`src/rtl/led_seq_pkg.sv`:
```
// rtl/led_seq_pkg.sv - shared state encoding and width helper for the LED blink-code sequencer
package led_seq_pkg;

    typedef enum logic [1:0] {
        ST_IDLE = 2'd0,
        ST_ON   = 2'd1,
        ST_OFF  = 2'd2,
        ST_GAP  = 2'd3
    } seq_state_e;

    function automatic int max3(input int a, input int b, input int c);
        int m;
        m = (a > b) ? a : b;
        return (m > c) ? m : c;
    endfunction

endpackage

```
`src/rtl/seq_tick_gen.sv`:
```
// rtl/seq_tick_gen.sv - prescaler producing a one-cycle tick every DIV clocks, restartable by clr
module seq_tick_gen #(
    parameter int DIV = 10
) (
    input  logic clk,
    input  logic rst_n,
    input  logic clr,
    output logic tick
);

    localparam int CW = (DIV > 1) ? $clog2(DIV) : 1;
    localparam logic [CW-1:0] LAST = CW'(DIV - 1);

    logic [CW-1:0] cnt_q;
    logic [CW-1:0] cnt_d;

    always_comb begin
        cnt_d = cnt_q + CW'(1);
        if (clr || (cnt_q == LAST)) begin
            cnt_d = '0;
        end
    end

    always_ff @(posedge clk or negedge rst_n) begin
        if (!rst_n) begin
            cnt_q <= '0;
        end else begin
            cnt_q <= cnt_d;
        end
    end

    assign tick = (cnt_q == LAST);

endmodule

```
`src/rtl/led_code_sequencer.sv`:
```
// rtl/led_code_sequencer.sv - plays N-pulse LED blink codes with an optional repeating trailing gap
module led_code_sequencer
    import led_seq_pkg::*;
#(
    parameter int CLK_HZ  = 50000000,
    parameter int TICK_HZ = 1000,
    parameter int ON_T    = 200,
    parameter int OFF_T   = 200,
    parameter int GAP_T   = 1000
) (
    input  logic       clk,
    input  logic       rst_n,
    input  logic       req,
    input  logic [3:0] code,
    input  logic       repeat_en,
    input  logic       abort,
    output logic       ack,
    output logic       busy,
    output logic       done,
    output logic       led
);

    localparam int DIV = CLK_HZ / TICK_HZ;
    localparam int PW  = $clog2(max3(ON_T, OFF_T, GAP_T) + 1);

    localparam logic [PW-1:0] ON_LAST  = PW'(ON_T - 1);
    localparam logic [PW-1:0] OFF_LAST = PW'(OFF_T - 1);
    localparam logic [PW-1:0] GAP_LAST = PW'(GAP_T - 1);

    seq_state_e    state_q, state_d;
    logic [PW-1:0] phase_q, phase_d;
    logic [3:0]    pulse_q, pulse_d;
    logic [3:0]    code_q, code_d;
    logic          led_q, led_d;
    logic          ack_q, ack_d;
    logic          done_q, done_d;
    logic          busy_q, busy_d;
    logic          clr;
    logic          tick;
    logic [PW-1:0] phase_last;

    seq_tick_gen #(
        .DIV(DIV)
    ) u_tick (
        .clk  (clk),
        .rst_n(rst_n),
        .clr  (clr),
        .tick (tick)
    );

    always_comb begin
        case (state_q)
            ST_ON:   phase_last = ON_LAST;
            ST_OFF:  phase_last = OFF_LAST;
            ST_GAP:  phase_last = GAP_LAST;
            default: phase_last = '0;
        endcase
    end

    // clr restarts the prescaler on every phase entry so each phase is exactly T*DIV clocks
    always_comb begin
        state_d = state_q;
        phase_d = phase_q;
        pulse_d = pulse_q;
        code_d  = code_q;
        ack_d   = 1'b0;
        done_d  = 1'b0;
        clr     = 1'b0;

        if (state_q == ST_IDLE) begin
            clr = 1'b1;
            if (req && !abort) begin
                ack_d = 1'b1;
                if (code != 4'd0) begin
                    code_d  = code;
                    pulse_d = 4'd1;
                    phase_d = '0;
                    state_d = ST_ON;
                end
            end
        end else if (abort) begin
            clr     = 1'b1;
            phase_d = '0;
            pulse_d = 4'd0;
            state_d = ST_IDLE;
        end else if (tick) begin
            if (phase_q == phase_last) begin
                clr     = 1'b1;
                phase_d = '0;
                case (state_q)
                    ST_ON: begin
                        state_d = (pulse_q < code_q) ? ST_OFF : ST_GAP;
                    end
                    ST_OFF: begin
                        pulse_d = pulse_q + 4'd1;
                        state_d = ST_ON;
                    end
                    ST_GAP: begin
                        if (repeat_en) begin
                            pulse_d = 4'd1;
                            state_d = ST_ON;
                        end else begin
                            pulse_d = 4'd0;
                            done_d  = 1'b1;
                            state_d = ST_IDLE;
                        end
                    end
                    default: begin
                        state_d = ST_IDLE;
                    end
                endcase
            end else begin
                phase_d = phase_q + PW'(1);
            end
        end

        led_d  = (state_d == ST_ON);
        busy_d = (state_d != ST_IDLE);
    end

    always_ff @(posedge clk or negedge rst_n) begin
        if (!rst_n) begin
            state_q <= ST_IDLE;
            phase_q <= '0;
            pulse_q <= 4'd0;
            code_q  <= 4'd0;
            led_q   <= 1'b0;
            ack_q   <= 1'b0;
            done_q  <= 1'b0;
            busy_q  <= 1'b0;
        end else begin
            state_q <= state_d;
            phase_q <= phase_d;
            pulse_q <= pulse_d;
            code_q  <= code_d;
            led_q   <= led_d;
            ack_q   <= ack_d;
            done_q  <= done_d;
            busy_q  <= busy_d;
        end
    end

    assign led  = led_q;
    assign ack  = ack_q;
    assign done = done_q;
    assign busy = busy_q;

endmodule

```
`config.mk`:
```
export PLATFORM = sky130hd
export DESIGN_NAME = led_code_sequencer
export DESIGN_NICKNAME = d
export VERILOG_FILES = /design/src/rtl/led_seq_pkg.sv /design/src/rtl/seq_tick_gen.sv /design/src/rtl/led_code_sequencer.sv
export SDC_FILE = /design/constraint.sdc
export NUM_CORES = 1
export LEC_CHECK = 0
export BUFFER_PORTS_ARGS = -buffer_cell sky130_fd_sc_hd__buf_2
export CORE_MARGIN = 8
export CORE_UTILIZATION = 52
export CTS_CLUSTER_DIAMETER = 60
export CTS_CLUSTER_SIZE = 24
export DETAILED_ROUTE_END_ITERATION = 16
export PLACE_DENSITY = 0.76
export RECOVER_POWER = 25
export SYNTH_ARGS = -nofsm -noshare
export SYNTH_HDL_FRONTEND = slang
export SYNTH_SLANG_ARGS = --single-unit
```
`constraint.sdc`:
```
create_clock -name clk -period 3.2 [get_ports clk]
set_input_delay 0.48 -clock clk [delete_from_list [all_inputs] [get_ports clk]]
set_output_delay 0.48 -clock clk [all_outputs]
set_load 0.02 [all_outputs]
```
== Word-level counts from Yosys, hierarchy flattened ==
Cells that the tools add are included.
Word-level totals
  flip-flop bits (word level): 40
  output and inout port bits: 4
Cells by class
  $add $sub $neg: 3
  $lt $le $gt $ge: 1
  equality and inequality tests: 8
  mux-type cells: 37
  reduce and logical (&&, ||, !) cells: 13
Operators by type and width (count)
  $mux 10: 6
  $mux 4: 6
  $pmux 10 s2: 1
  $add 16x1->16 const B: 1
  $eq 16x16->1 const B: 1
  $mux 16: 1
  $mux 1: 15
  $mux 2: 6
  $add 10x1->10 const B: 1
  $eq 10x10->1: 1
  $pmux 4 s2: 1
  $reduce_bool 4->1: 2
  $pmux 2 s3: 1
  $reduce_and 3->1: 2
  $reduce_bool 3->1: 2
  $reduce_and 5->1: 1
  $add 4x1->4 const B: 1
  $eq 2x1->1 const B: 2
  $eq 2x2->1 const B: 2
  $lt 4x4->1: 1
  $ne 2x1->1 const B: 2
  $logic_not 2->1: 1
  $reduce_bool 2->1: 1
  $reduce_or 2->1: 1
  other kinds (3): 3

== Longest topological paths before layout ==
Gate-level depths: netlist of the first run.
  depth after elaboration: 10
  gate-level depth with buffers: 7

== Modules after synthesis ==
Synthesis of the first run repeated with hierarchy kept, for this count alone.
Second synthesis, totals
  cells, all modules: 235
  area total of the unflattened synthesis: 2215.9 um2
By module, submodules not included
  led_code_sequencer: times used 1, cells an instance 155, area an instance 1423.9 um2, sequential area each 600.6 um2
  seq_tick_gen: times used 1, cells an instance 80, area an instance 792.0 um2, sequential area each 400.4 um2

== Worst setup path after synthesis of the first run ==
Ideal clock, no wire load.
  path type: register to register
  start point: reg state_q[1]
  end point: reg pulse_q[0]
  arrival time: 2.065 ns
  slack: 1.010 ns
  stages on the path, launching flop included: 7
  path buffers: 1
  path through: dfrtp_1 buf_6 or4_1 a211oi_2 o2111ai_1 o21ai_0 mux2_2
Between the ends
  word-level cells in the longest chain between the ends: 6
  elaborated cells between the ends (all ways): 18
  classes of those cells: 6 x eq/ne; 6 x mux; 6 x reduce/logical
RTL lines
  start: declaration: RTL line led_code_sequencer.sv:30  | seq_state_e state_q, state_d;
  start signal: assignment: RTL line led_code_sequencer.sv:132  | state_q <= state_d;
  $eq 2x2->1 / $eq 2x1->1 (equally long branches): RTL line led_code_sequencer.sv:52, led_code_sequencer.sv:90
  $reduce_or 2->1 (no line) / $pmux 4 s2 (equally long branches)
  $pmux 10 s2 / $mux 4 (equally long branches): RTL line led_code_sequencer.sv:52, led_code_sequencer.sv:87
  $eq 10x10->1 / $mux 4 (equally long branches): RTL line led_code_sequencer.sv:87, led_code_sequencer.sv:86
  $reduce_bool 3->1 (no line) / $mux 4 (equally long branches)
  $reduce_and 5->1 (no line) / $mux 4 (equally long branches)
  end signal: assignment: RTL line led_code_sequencer.sv:134  | pulse_q <= pulse_d;
  end: declaration: RTL line led_code_sequencer.sv:32  | logic [3:0] pulse_q, pulse_d;
Parallel ways exist; a longest one is shown, timed or not. The select of a mux whose other input is x is not followed.
A chain may end at the register's enable or synchronous reset.

== Worst setup path in the final report of the first run ==
  start point: reg u_tick.cnt_q[6]
  end point: reg phase_q[6]
Between the ends
  word-level cells in the longest chain between the ends: 3
RTL lines
  start: declaration: RTL line seq_tick_gen.sv:14  | logic [CW-1:0] cnt_q;
  start signal: assignment: RTL line seq_tick_gen.sv:28  | cnt_q <= cnt_d;
  $eq 16x16->1: RTL line seq_tick_gen.sv:32  | assign tick = (cnt_q == LAST);
  $reduce_bool 3->1 (no line)
  $reduce_and 3->1 (no line)
  end signal: assignment: RTL line led_code_sequencer.sv:133  | phase_q <= phase_d;
  end: declaration: RTL line led_code_sequencer.sv:31  | logic [PW-1:0] phase_q, phase_d;
No other way between the ends.

==> implementation parameters, run 1 <==
Parameter                              Value

Status
  Result of the run    finished with violations
  Violations in the final reports    capacitance limit, slew limit

Floorplan
  Overall die area    approximately 6600 µm²
  Number of top-level design ports    13
  Starting density of the core    52.6%
  Y dimension of the die    approximately 81 µm
  Placeable Area    4230 µm²
  Standard-cell rows    24
  Die Width    about 81 µm

Worst hold path
  Cell depth of the worst min-delay path    3
  Start point of the worst hold path    code[3]
  End of the worst hold path    code_q[3]$_DFFE_PN0P_
  Type of the most critical hold path    primary input to register

Timing
  Least setup slack across all paths after layout    about 0.66 ns
  Clock skew after layout    approximately 0.0042 ns
  Sum of negative setup slack    0 ns
  Hold slack final    between 0.4 and 0.5 ns
  Period utilisation layout    between 70% and 80%
  Worst slew pin tran    approximately 2.1 ns
  Unrepaired setup endpoints after global routing    false
  Number of endpoints with negative hold slack in the final report    0
  Fmax    between 300 and 400 MHz
  Relative slew margins    -39.1%
  Number of max-slew violations in the final report    between 40 and 50
  Period minus WS final    2.54 ns
  Final setup violation count    0

Yosys
  Number of synthesized register bits    40
  Leading cell type by number of instances after synthesis    sky130_fd_sc_hd__dfrtp_1
  Dominant cell type by area after synthesis    sky130_fd_sc_hd__dfrtp_1
  Synth Area per Inst    between 9 and 10 µm²
  Main flop type after synthesis    sky130_fd_sc_hd__dfrtp_1
  Syn Inst Count    ~240
  EDFF count, synth    0
  Area fraction of the dominant cell type after synthesis    between 40% and 50%
  Fraction of synthesis flops using an asynchronous set or reset pin    100%
  Biggest area contributors in the synthesized netlist    sky130_fd_sc_hd__dfrtp_1 (45%), sky130_fd_sc_hd__xnor2_1 (4.7%), sky130_fd_sc_hd__xor2_1 (4.3%)
  Post-synthesis instance area    approximately 2200 µm²
  Register area share after synthesis    between 40% and 50%
  Commonest cells in the netlist    sky130_fd_sc_hd__dfrtp_1 (40), sky130_fd_sc_hd__nor2_1 (25), sky130_fd_sc_hd__nand2_1 (17)
  Unique cell type count in the Yosys netlist    46
  Synth warn    0
  Post-synth net total    252

Clocking
  Library cell used as clock root buffer    sky130_fd_sc_hd__clkbuf_8
  Clock slew seen by the registers of the worst setup and hold paths    around 0.080 ns
  Clock latency reported for the late side of the worst-skew pair    slightly below 0.3 ns
  Post-CTS Setup Repair Bufs    0
  Clock tree from TritonCTS    yes
  Number of buffers inserted by hold repair at cts    0
  Number of cells upsized or downsized after cts    0
  Bufs on Longest Clock Path    2
  CTS Buf Count    5
  Htree depth    2
  Clk sink count    40

Placed design
  Placement Cell Area    around 2300 µm²
  Cell total after placement    just under 300
  Post-place setup slack    between 0.6 and 0.7 ns
  Placer Congestion    ~0.90
  Half-perimeter wire length after detailed placement    3220 µm
  Port-buffer cells    12

Power and ir drop
  Worst vdd rail ir drop    420 µV
  Leakage    just over 1 nW
  Pwr per Cell Area    between 600 and 700 nW/µm²

Worst setup path
  Startpoint class of the critical path    register
  Startpoint-to-endpoint class of the critical path    register to register
  WP data arrival    around 2.7 ns
  Required @ worst endpoint    3.36 ns
  Critical path capture point type    register
  Critical R2R Capture    phase_q[6]$_DFFE_PN0P_
  Depth of the worst register-to-register path    5
  Startpoint of the most critical register-to-register path    u_tick.cnt_q[6]$_DFF_PN0_
  Register-to-register setup slack    0.66 ns
  Worst-path maximum fanout    15

Flow run
  Total of max-cap violations    1

Route
  Number of remaining DRC errors    0
  DRT antenna net count    0
  Routed vias/inst    approximately 5.8
  Number of design-rule violations left by the first detailed-router iteration    110
  Total length of routed wires    around 4500 µm
  DR WL/cell    between 10 and 15 µm
  Vias    around 1800
  Drt pass-1 iters    4

Global route
  Overflow after GRT    0
  Aggregate global-route resource usage    between 15 and 20%
  Initial antenna violation count    0
  Number of global-route vias before repair    approximately 1800
  Global-route wire length before repair    about 8000 µm
  Largest net degree at the start of global routing    41

Layout
  Ant. Diodes    0
  Post-route cell area    2440 µm²
  Signed area change from the synthesized netlist to the final layout    9.49%
  Post-route non-filler standard cell count    between 300 and 400
  Fraction of layout instances using a drive strength above 1    a little over a tenth
  Number of nets in the final layout    approximately 270
-- critical path, stage by stage, from the launching register on --
cell and delay [ns]:
sky130_fd_sc_hd__dfrtp_1 0.45, sky130_fd_sc_hd__nor4bb_1 0.43, sky130_fd_sc_hd__nand4_1 0.57, sky130_fd_sc_hd__a2111oi_0 0.72
sky130_fd_sc_hd__xnor2_1 0.18, sky130_fd_sc_hd__a21oi_1 0.06
-- metal layers --
metal,GRT usage (%),wire [µm],share of wire [%]
met1,19.2,2120,47
met2,24.3,2110,47
met3,4.27,203,4.5
met4,7.32,70,1.6
met5,0,0,0
-- where the power goes --
group / switching (mW) / total, mW / internal [mW]
Combinational: 0.251 / 0.427 / 0.176
Sequential: 0.0673 / 0.637 / 0.570
Clock: 0.171 / 0.402 / 0.231
Total: 0.489 / 1.47 / 0.978
-- area by class of cell --
class                           count  area [µm²]
Tap cell                           52        65.1
Multi-Input combinational cell    179        1150
Clock inverter                      2        35.0
Sequential cell                    40        1000
Timing Repair Buffer               15        81.3
Clock buffer                        6        72.6
Fill cell                         373        1800
Inverter                            9        33.8
-- per-stage QoR --
stage | util (%) | total power [mW]
after CTS | 57.6 | 1.47
after detailed placement | 55.1 | 1.07
final | 57.6 | 1.47
after global placement | 55.1 | 1.06
after floorplan | - | 0.947
after global routing | 57.6 | 1.56
-- flip-flops by register name, summed over array words and instances (netlist names) --
register and cells:
done 1, state_q 2, phase_q 10, pulse_q 4
busy 1, u_tick.cnt_q 16, ack 1, led 1
code_q 4
-- cell usage in the layout (no fill, tap or decap), types with 5 or more instances in the layout --
master / netlist / routed
sky130_fd_sc_hd__dfrtp_1: 40 / 40
sky130_fd_sc_hd__nor2_1: 25 / 25
sky130_fd_sc_hd__nand2_1: 17 / 17
sky130_fd_sc_hd__a21oi_1: 14 / 14
sky130_fd_sc_hd__xnor2_1: 12 / 12
sky130_fd_sc_hd__nand3_1: 11 / 11
sky130_fd_sc_hd__xor2_1: 11 / 11
sky130_fd_sc_hd__buf_2: 1 / 11
sky130_fd_sc_hd__inv_1: 9 / 9
sky130_fd_sc_hd__nor3_1: 8 / 8
sky130_fd_sc_hd__and3_1: 6 / 6
sky130_fd_sc_hd__nand4_1: 6 / 6
sky130_fd_sc_hd__o21ai_0: 6 / 6
sky130_fd_sc_hd__ha_1: 6 / 6
sky130_fd_sc_hd__or3_1: 5 / 5
sky130_fd_sc_hd__clkbuf_8: 0 / 5
-- worst max path at each step --
stage	from	endpoint	cells past startpoint
after floorplan	state_q[1]$_DFF_PN0_	pulse_q[0]$_DFFE_PN0P_	6
after global placement	state_q[1]$_DFF_PN0_	pulse_q[0]$_DFFE_PN0P_	5
after detailed placement	state_q[1]$_DFF_PN0_	pulse_q[0]$_DFFE_PN0P_	5
after CTS	state_q[1]$_DFF_PN0_	pulse_q[0]$_DFFE_PN0P_	5
after global routing	state_q[1]$_DFF_PN0_	pulse_q[0]$_DFFE_PN0P_	5
final	u_tick.cnt_q[6]$_DFF_PN0_	phase_q[6]$_DFFE_PN0P_	5
-- cell families after synthesis --
logic type,after synthesis,synth area share [%]
flops,40,44.9
fa+ha+maj,6,3.37
simple gates,100,23.4
compound gates,45,13.4
xor+xnor,23,9.04
mux,5,2.47
buf+inv,18,3.43
No activity file was read; power rests on OpenSTA's default activity.
==> run 2: changes to the inputs <==
Settings changed: PLACE_DENSITY 0.76 to 0.78.
Clock period 3.2 ns to 2.1 ns, I/O delays scaled along.
==> run 2 against run 1 <==
  * Via count grew 5.5%
  * Combinational power is 89% higher
  * Final area up 9.2%
  * Largest power group unchanged
  * Sequential power grew 47%
  * Sequential share of layout area shrank 3.5 points
  * Setup slack worse by 0.68 ns
  * Count of clock-buffer cells in the layout did not move
  * Cell count grew 8.6%
  * The flow finishes with violations (setup timing)
  * Critical path depth grew 1
==> implementation parameters, run 2 (synthesis results as in run 1) <==
Parameter                              Value

Status
  Result of the run    finished with violations (unchanged)
  Violations in the final reports    setup timing (was capacitance limit, slew limit)

Layout
  Leading cell type in the layout, fill and taps excluded    sky130_fd_sc_hd__dfrtp_1 (unchanged)
  Commonest cells after routing, fill and taps aside    sky130_fd_sc_hd__dfrtp_1 (40), sky130_fd_sc_hd__buf_4 (28), sky130_fd_sc_hd__nor2_1 (25) (was sky130_fd_sc_hd__dfrtp_1 (40), sky130_fd_sc_hd__nor2_1 (25), sky130_fd_sc_hd__nand2_1 (17))
  Max reg flops    16 (unchanged)
  Fraction of layout instances using a drive strength above 1    22.7% (was 10.8%)
  Biggest register    u_tick.cnt_q (unchanged)
  Top flop regs    u_tick.cnt_q x16, phase_q x10 (unchanged)
  Ant. Diodes    0 (unchanged)
  Post-route non-filler standard cell count    329 (was 303)
  Signed area change from the synthesized netlist to the final layout    19.6% (was 9.49%)
  Number of nets in the final layout    291 (was 265)
  Fill cell count    338 (was 373)

Placed design
  Placer Congestion    0.858 (was 0.901)
  Post-place setup slack    -0.0371 ns (was 0.699 ns)
  Cell total after placement    319 (was 295)
  Port-buffer cells    12 (unchanged)
  Half-perimeter wire length after detailed placement    3410 µm (was 3220 µm)

Clocking
  Htree depth    2 (unchanged)
  Number of buffers inserted by hold repair at cts    0 (unchanged)
  Clock latency reported for the late side of the worst-skew pair    0.29 ns (about the same)
  CTS Buf Count    5 (unchanged)
  Library cell used as clock root buffer    sky130_fd_sc_hd__clkbuf_8 (unchanged)
  Clk sink count    40 (unchanged)
  Clock slew seen by the registers of the worst setup and hold paths    0.07 ns (was 0.08 ns)
  Clock tree from TritonCTS    yes (unchanged)
  Bufs on Longest Clock Path    2 (unchanged)

Floorplan
  Starting density of the core    52.6% (unchanged)
  Overall die area    6630 µm² (unchanged)
  Y dimension of the die    81.4 µm (unchanged)
  Standard-cell rows    24 (unchanged)
  Number of top-level design ports    13 (unchanged)
  Die Width    81.4 µm (unchanged)
  Placeable Area    4230 µm² (unchanged)

Worst setup path
  Register-to-register setup slack    -0.02 ns (was 0.66 ns)
  Startpoint of the most critical register-to-register path    phase_q[7]$_DFFE_PN0P_ (was u_tick.cnt_q[6]$_DFF_PN0_)
  Cells traversed along the worst timing path    or4_4 > a211oi_2 > o2111ai_1 > buf_4 > or2_1 > a221o_1 (was nor4bb_1 > nand4_1 > a2111oi_0 > xnor2_1 > a21oi_1)
  Startpoint-to-endpoint class of the critical path    register to register (unchanged)
  Required @ worst endpoint    2.26 ns (was 3.36 ns)
  Max stage delay on crit path    0.53 ns (was 0.72 ns)
  Depth of the worst register-to-register path    6 (was 5)
  WP data arrival    2.28 ns (was 2.70 ns)
  Worst-path cell with the longest stage delay    sky130_fd_sc_hd__or4_4 (was sky130_fd_sc_hd__a2111oi_0)
  Critical path capture point type    register (unchanged)
  Critical R2R Capture    state_q[0]$_DFF_PN0_ (was phase_q[6]$_DFFE_PN0P_)
  Startpoint class of the critical path    register (unchanged)
  Worst-path maximum fanout    9 (was 15)

Worst hold path
  Start point of the worst hold path    code[1] (was code[3])
  Cell depth of the worst min-delay path    3 (unchanged)
  End of the worst hold path    code_q[1]$_DFFE_PN0P_ (was code_q[3]$_DFFE_PN0P_)
  Type of the most critical hold path    primary input to register (unchanged)

Timing
  Worst slew pin tran    0.974 ns (was 2.09 ns)
  Sum of negative setup slack    -0.0185 ns (was 0 ns)
  Period utilisation layout    101% (was 79.5%)
  Final setup violation count    1 (was 0)
  Relative slew margins    35.1% (was -39.1%)
  Number of max-slew violations in the final report    0 (was 41)
  Fmax    472 MHz (was 393 MHz)
  Number of endpoints with negative hold slack in the final report    0 (unchanged)
  Least setup slack across all paths after layout    -0.0185 ns (was 0.657 ns)
  Clock skew after layout    0.00662 ns (was 0.00419 ns)
  Unrepaired setup endpoints after global routing    true (was false)
  Period minus WS final    2.12 ns (was 2.54 ns)

Route
  Drt pass-1 iters    4 (unchanged)
  Number of remaining DRC errors    0 (unchanged)
  Routed vias/inst    5.66 (was 5.82)
  Number of design-rule violations left by the first detailed-router iteration    149 (was 110)
  Vias    1861 (was 1764)
  Total length of routed wires    4800 µm (was 4510 µm)
  DRT antenna net count    0 (unchanged)
  DR WL/cell    14.6 µm (was 14.9 µm)

Flow run
  Total of max-cap violations    0 (was 1)

Power and ir drop
  Worst vdd rail ir drop    464 µV (was 420 µV)
  Pwr per Cell Area    849 nW/µm² (was 601 nW/µm²)
  Leakage    1.15 nW (was 1.01 nW)
  Post-layout power    2.26 mW (was 1.47 mW)

Global route
  Number of global-route vias before repair    1847 (was 1796)
  Largest net degree at the start of global routing    41 (unchanged)
  Initial antenna violation count    0 (unchanged)
  Global-route wire length before repair    8070 µm (was 8020 µm)
  Overflow after GRT    0 (unchanged)
  Aggregate global-route resource usage    15.5% (was 15.4%)
## run 2: repair_timing
item,in CTS,in global routing
buffers inserted,1,1
endpoints found under the hold margin,0,0
setup endpoints to repair,11,17
gates cloned,0,0
resized for setup,4,7
pin swaps,0,1
## run 2: metrics by stage
stage | area, µm² | utilization (%) | hold slack, ns
2_1_floorplan | 2230 | - | 0.0194
3_3_place_gp | 2520 | 59.4 | 0.397
3_5_place_dp | 2520 | 59.4 | 0.404
4_1_cts | 2630 | 62.1 | 0.0922
5_1_grt | 2660 | 62.9 | 0.252
6_report | 2660 | 62.9 | 0.245
## run 2: worst max path at each step
stage,from,to,slack (ns),cells after the start
6_report,phase_q[7]$_DFFE_PN0P_,state_q[0]$_DFF_PN0_,-0.02,6
5_1_grt,phase_q[7]$_DFFE_PN0P_,state_q[0]$_DFF_PN0_,-0.09,6
4_1_cts,u_tick.cnt_q[5]$_DFF_PN0_,phase_q[8]$_DFFE_PN0P_,-0.01,5
3_5_place_dp,u_tick.cnt_q[5]$_DFF_PN0_,phase_q[6]$_DFFE_PN0P_,-0.04,6
3_3_place_gp,phase_q[7]$_DFFE_PN0P_,phase_q[7]$_DFFE_PN0P_,-0.02,6
2_1_floorplan,phase_q[7]$_DFFE_PN0P_,state_q[0]$_DFF_PN0_,0.007,6
## run 2: area by class of cell
class	instances	area, µm²	area share, %
Clock buffer	6	82.6	3.10
Sequential cell	40	1000	37.6
Tap cell	52	65.1	2.44
Clock inverter	2	10.0	0.376
Timing Repair Buffer	41	275	10.3
Multi-Input combinational cell	179	1200	44.9
Inverter	9	33.8	1.27
## run 2: metal layers
layer  track usage (%)  wire length, µm
met2              25.5             2340
met4              6.07               75
met3              2.74              152
met1              19.6             2230
met5                 0                0
## run 2: power by group
part	leakage [nW]	switching, mW	total (mW)	internal, mW
Sequential	0.541	0.0688	0.938	0.869
Combinational	0.562	0.445	0.807	0.361
Clock	0.0510	0.256	0.518	0.262
## run 2: critical path, delay by kind of cell, from the launching register on
kind | cells | cell delay (ns)
AND/OR/NAND/NOR | 2 | 0.77
AO/OA/AOI/OAI | 3 | 0.66
flip-flops | 1 | 0.38
buffers and inverters | 1 | 0.19
==> run 3: changes to the inputs <==
Settings changed: SKIP_LAST_GASP set to 1.
==> run 3 against run 2 <==
  * Sequential power barely moved
  * Count of clock-buffer cells in the layout unchanged
  * Flip-flop and latch count stayed put
  * Combinational power about the same
  * Clock power barely moved
  * Cell count unchanged
  * Register-to-register slack about the same
  * First-iteration DRC count is 3.4% lower
  * Clock skew is 0.00066 ns lower
  * Sequential share of layout area grew 0.088 points
  * The run still ends with setup timing left
==> implementation parameters, run 3 (synthesis results as in run 1) <==
Parameter                              Value

Global route
  M3 GR Usage    2.74% (unchanged)
  Met2 demand-to-capacity share in global routing    25.9% (was 25.5%)
  Aggregate global-route resource usage    15.4% (was 15.5%)
  Initial antenna violation count    0 (unchanged)
  Global-route wire length before repair    8050 µm (was 8070 µm)
  Number of global-route vias before repair    1844 (was 1847)
  Grt met1 use    19.5% (was 19.6%)
  Largest net degree at the start of global routing    41 (unchanged)
  Busiest grt layer    met2 (unchanged)
  Overflow after GRT    0 (unchanged)

Layout
  Max reg flops    16 (unchanged)
  Number of nets in the final layout    291 (unchanged)
  Top flop regs    u_tick.cnt_q x16, phase_q x10 (unchanged)
  Storage cell area    1000 µm² (unchanged)
  Leading cell type in the layout, fill and taps excluded    sky130_fd_sc_hd__dfrtp_1 (unchanged)
  Fill cell count    338 (unchanged)
  Signed area change from the synthesized netlist to the final layout    19.3% (was 19.6%)
  Footprint of the multi-input gates    1190 µm² (was 1200 µm²)
  Post-route cell area    2660 µm² (about the same)
  Biggest register    u_tick.cnt_q (unchanged)
  Fraction of layout instances using a drive strength above 1    22.7% (unchanged)
  Ant. Diodes    0 (unchanged)
  Commonest cells after routing, fill and taps aside    sky130_fd_sc_hd__dfrtp_1 (40), sky130_fd_sc_hd__buf_4 (28), sky130_fd_sc_hd__nor2_1 (25) (unchanged)

Timing
  Worst slew pin tran    0.966 ns (was 0.974 ns)
  Number of max-slew violations in the final report    0 (unchanged)
  Relative slew margins    35.6% (was 35.1%)
  Unrepaired setup endpoints after global routing    true (unchanged)
  Clock skew after layout    0.00596 ns (was 0.00662 ns)
  Final setup violation count    1 (unchanged)
  Period utilisation layout    101% (about the same)
  Least setup slack across all paths after layout    -0.0142 ns (was -0.0185 ns)
  Number of endpoints with negative hold slack in the final report    0 (unchanged)
  Fmax    473 MHz (was 472 MHz)
  Period minus WS final    2.11 ns (was 2.12 ns)
  Sum of negative setup slack    -0.0142 ns (was -0.0185 ns)

Route
  Total length of routed wires    4770 µm (was 4800 µm)
  Number of remaining DRC errors    0 (unchanged)
  Drt pass-1 iters    4 (unchanged)
  Vias    1848 (was 1861)
  DRT antenna net count    0 (unchanged)
  DR WL/cell    14.5 µm (was 14.6 µm)
  Number of design-rule violations left by the first detailed-router iteration    144 (was 149)
  Routed vias/inst    5.62 (was 5.66)

Floorplan
  Y dimension of the die    81.4 µm (unchanged)
  Number of top-level design ports    13 (unchanged)
  Die Width    81.4 µm (unchanged)
  Starting density of the core    52.6% (unchanged)
  Overall die area    6630 µm² (unchanged)
  Standard-cell rows    24 (unchanged)
  Placeable Area    4230 µm² (unchanged)

Placed design
  Port-buffer cells    12 (unchanged)
  Post-place setup slack    -0.0371 ns (unchanged)
  Placer Congestion    0.858 (unchanged)
  Placement Cell Area    2520 µm² (unchanged)
  Half-perimeter wire length after detailed placement    3410 µm (unchanged)

Power and ir drop
  Pwr per Cell Area    851 nW/µm² (was 849 nW/µm²)
  Switching power share of the total    34.0% (about the same)
  Worst vdd rail ir drop    464 µV (about the same)
  Leakage    1.14 nW (was 1.15 nW)
  Switching power    0.769 mW (was 0.770 mW)
  Share of total power in the clock network    22.9% (about the same)
  Sequential cell fraction of total power    41.5% (about the same)
  Proportion of power drawn by combinational gates    35.6% (about the same)
  Internal Dissipation    1.49 mW (about the same)

Worst setup path
  Register-to-register setup slack    -0.01 ns (was -0.02 ns)
  Startpoint class of the critical path    register (unchanged)
  Critical R2R Capture    state_q[0]$_DFF_PN0_ (unchanged)
  Critical path capture point type    register (unchanged)
  Depth of the worst register-to-register path    6 (unchanged)
  Worst-path maximum fanout    9 (unchanged)
  Startpoint-to-endpoint class of the critical path    register to register (unchanged)
  Startpoint of the most critical register-to-register path    phase_q[7]$_DFFE_PN0P_ (unchanged)
  Required @ worst endpoint    2.27 ns (was 2.26 ns)
  WP data arrival    2.28 ns (about the same)

Clocking
  Bufs on Longest Clock Path    2 (unchanged)
  Clock tree from TritonCTS    yes (unchanged)
  Htree depth    2 (unchanged)
  Number of buffers inserted by hold repair at cts    0 (unchanged)
  Clock latency reported for the late side of the worst-skew pair    0.29 ns (about the same)
  Clk sink count    40 (unchanged)
  Library cell used as clock root buffer    sky130_fd_sc_hd__clkbuf_8 (unchanged)
  Clock slew seen by the registers of the worst setup and hold paths    0.07 ns (about the same)
  CTS Buf Count    5 (unchanged)

Status
  Violations in the final reports    setup timing (unchanged)
  Result of the run    finished with violations (unchanged)

Worst hold path
  Type of the most critical hold path    primary input to async pin (was primary input to register)

Flow run
  Total of max-cap violations    0 (unchanged)
-- run 3: metrics by stage --
stage               hold slack (ns)  power [mW]  util, %  cells
floorplan                    0.0194        1.46        -    237
global placement              0.397        1.70     59.4    319
detailed placement            0.404        1.72     59.4    319
CTS                          0.0922        2.27     62.0    328
global route                  0.252        2.41     62.8    329
finish                        0.245        2.26     62.8    329
-- run 3: area by class of cell --
class	instances	share of cell area, %
sequential	40	37.7
tap	52	2.45
clock buffer	6	3.11
inverter	9	1.27
multi-input combinational	179	44.8
clock inverter	2	0.377
timing repair buffer	41	10.4
-- run 3: per-layer routing --
metal | share of wire (%) | wire (µm)
met4 | 1.3 | 60
met2 | 49 | 2350
met1 | 47 | 2220
met3 | 2.9 | 136
met5 | 0 | 0
-- run 3: timing repair --
item                                    CTS  global route
buffers inserted                          1             1
endpoints found under the setup margin   11            15
pin swaps                                 0             1
resized for setup                         3             7
-- run 3: worst max path at each step --
stage                         startpoint                      to  slack, ns  cells after the start
4_1_cts        u_tick.cnt_q[5]$_DFF_PN0_  phase_q[6]$_DFFE_PN0P_      -0.02                      6
5_1_grt           phase_q[7]$_DFFE_PN0P_    state_q[0]$_DFF_PN0_      -0.09                      6
6_report          phase_q[7]$_DFFE_PN0P_    state_q[0]$_DFF_PN0_      -0.01                      6
2_1_floorplan     phase_q[7]$_DFFE_PN0P_    state_q[0]$_DFF_PN0_      0.007                      6
3_3_place_gp      phase_q[7]$_DFFE_PN0P_  phase_q[7]$_DFFE_PN0P_      -0.02                      6
3_5_place_dp   u_tick.cnt_q[5]$_DFF_PN0_  phase_q[6]$_DFFE_PN0P_      -0.04                      6
-- run 3: power groups by stage --
stage / clock, mW / combinational (mW) / sequential (mW)
after global placement: 0 / 0.753 / 0.948
after CTS: 0.533 / 0.794 / 0.938
final: 0.519 / 0.804 / 0.938
after global routing: 0.562 / 0.895 / 0.949
after floorplan: 0 / 0.499 / 0.961
after detailed placement: 0 / 0.766 / 0.953
-- run 3: worst max-delay path, cell delays in order, from the launching register on --
cell and delay (ns):
sky130_fd_sc_hd__dfrtp_1 0.38, sky130_fd_sc_hd__or4_4 0.53, sky130_fd_sc_hd__a211oi_2 0.19, sky130_fd_sc_hd__o2111ai_1 0.13, sky130_fd_sc_hd__buf_4 0.18, sky130_fd_sc_hd__or2_1 0.24, sky130_fd_sc_hd__a221o_1 0.34
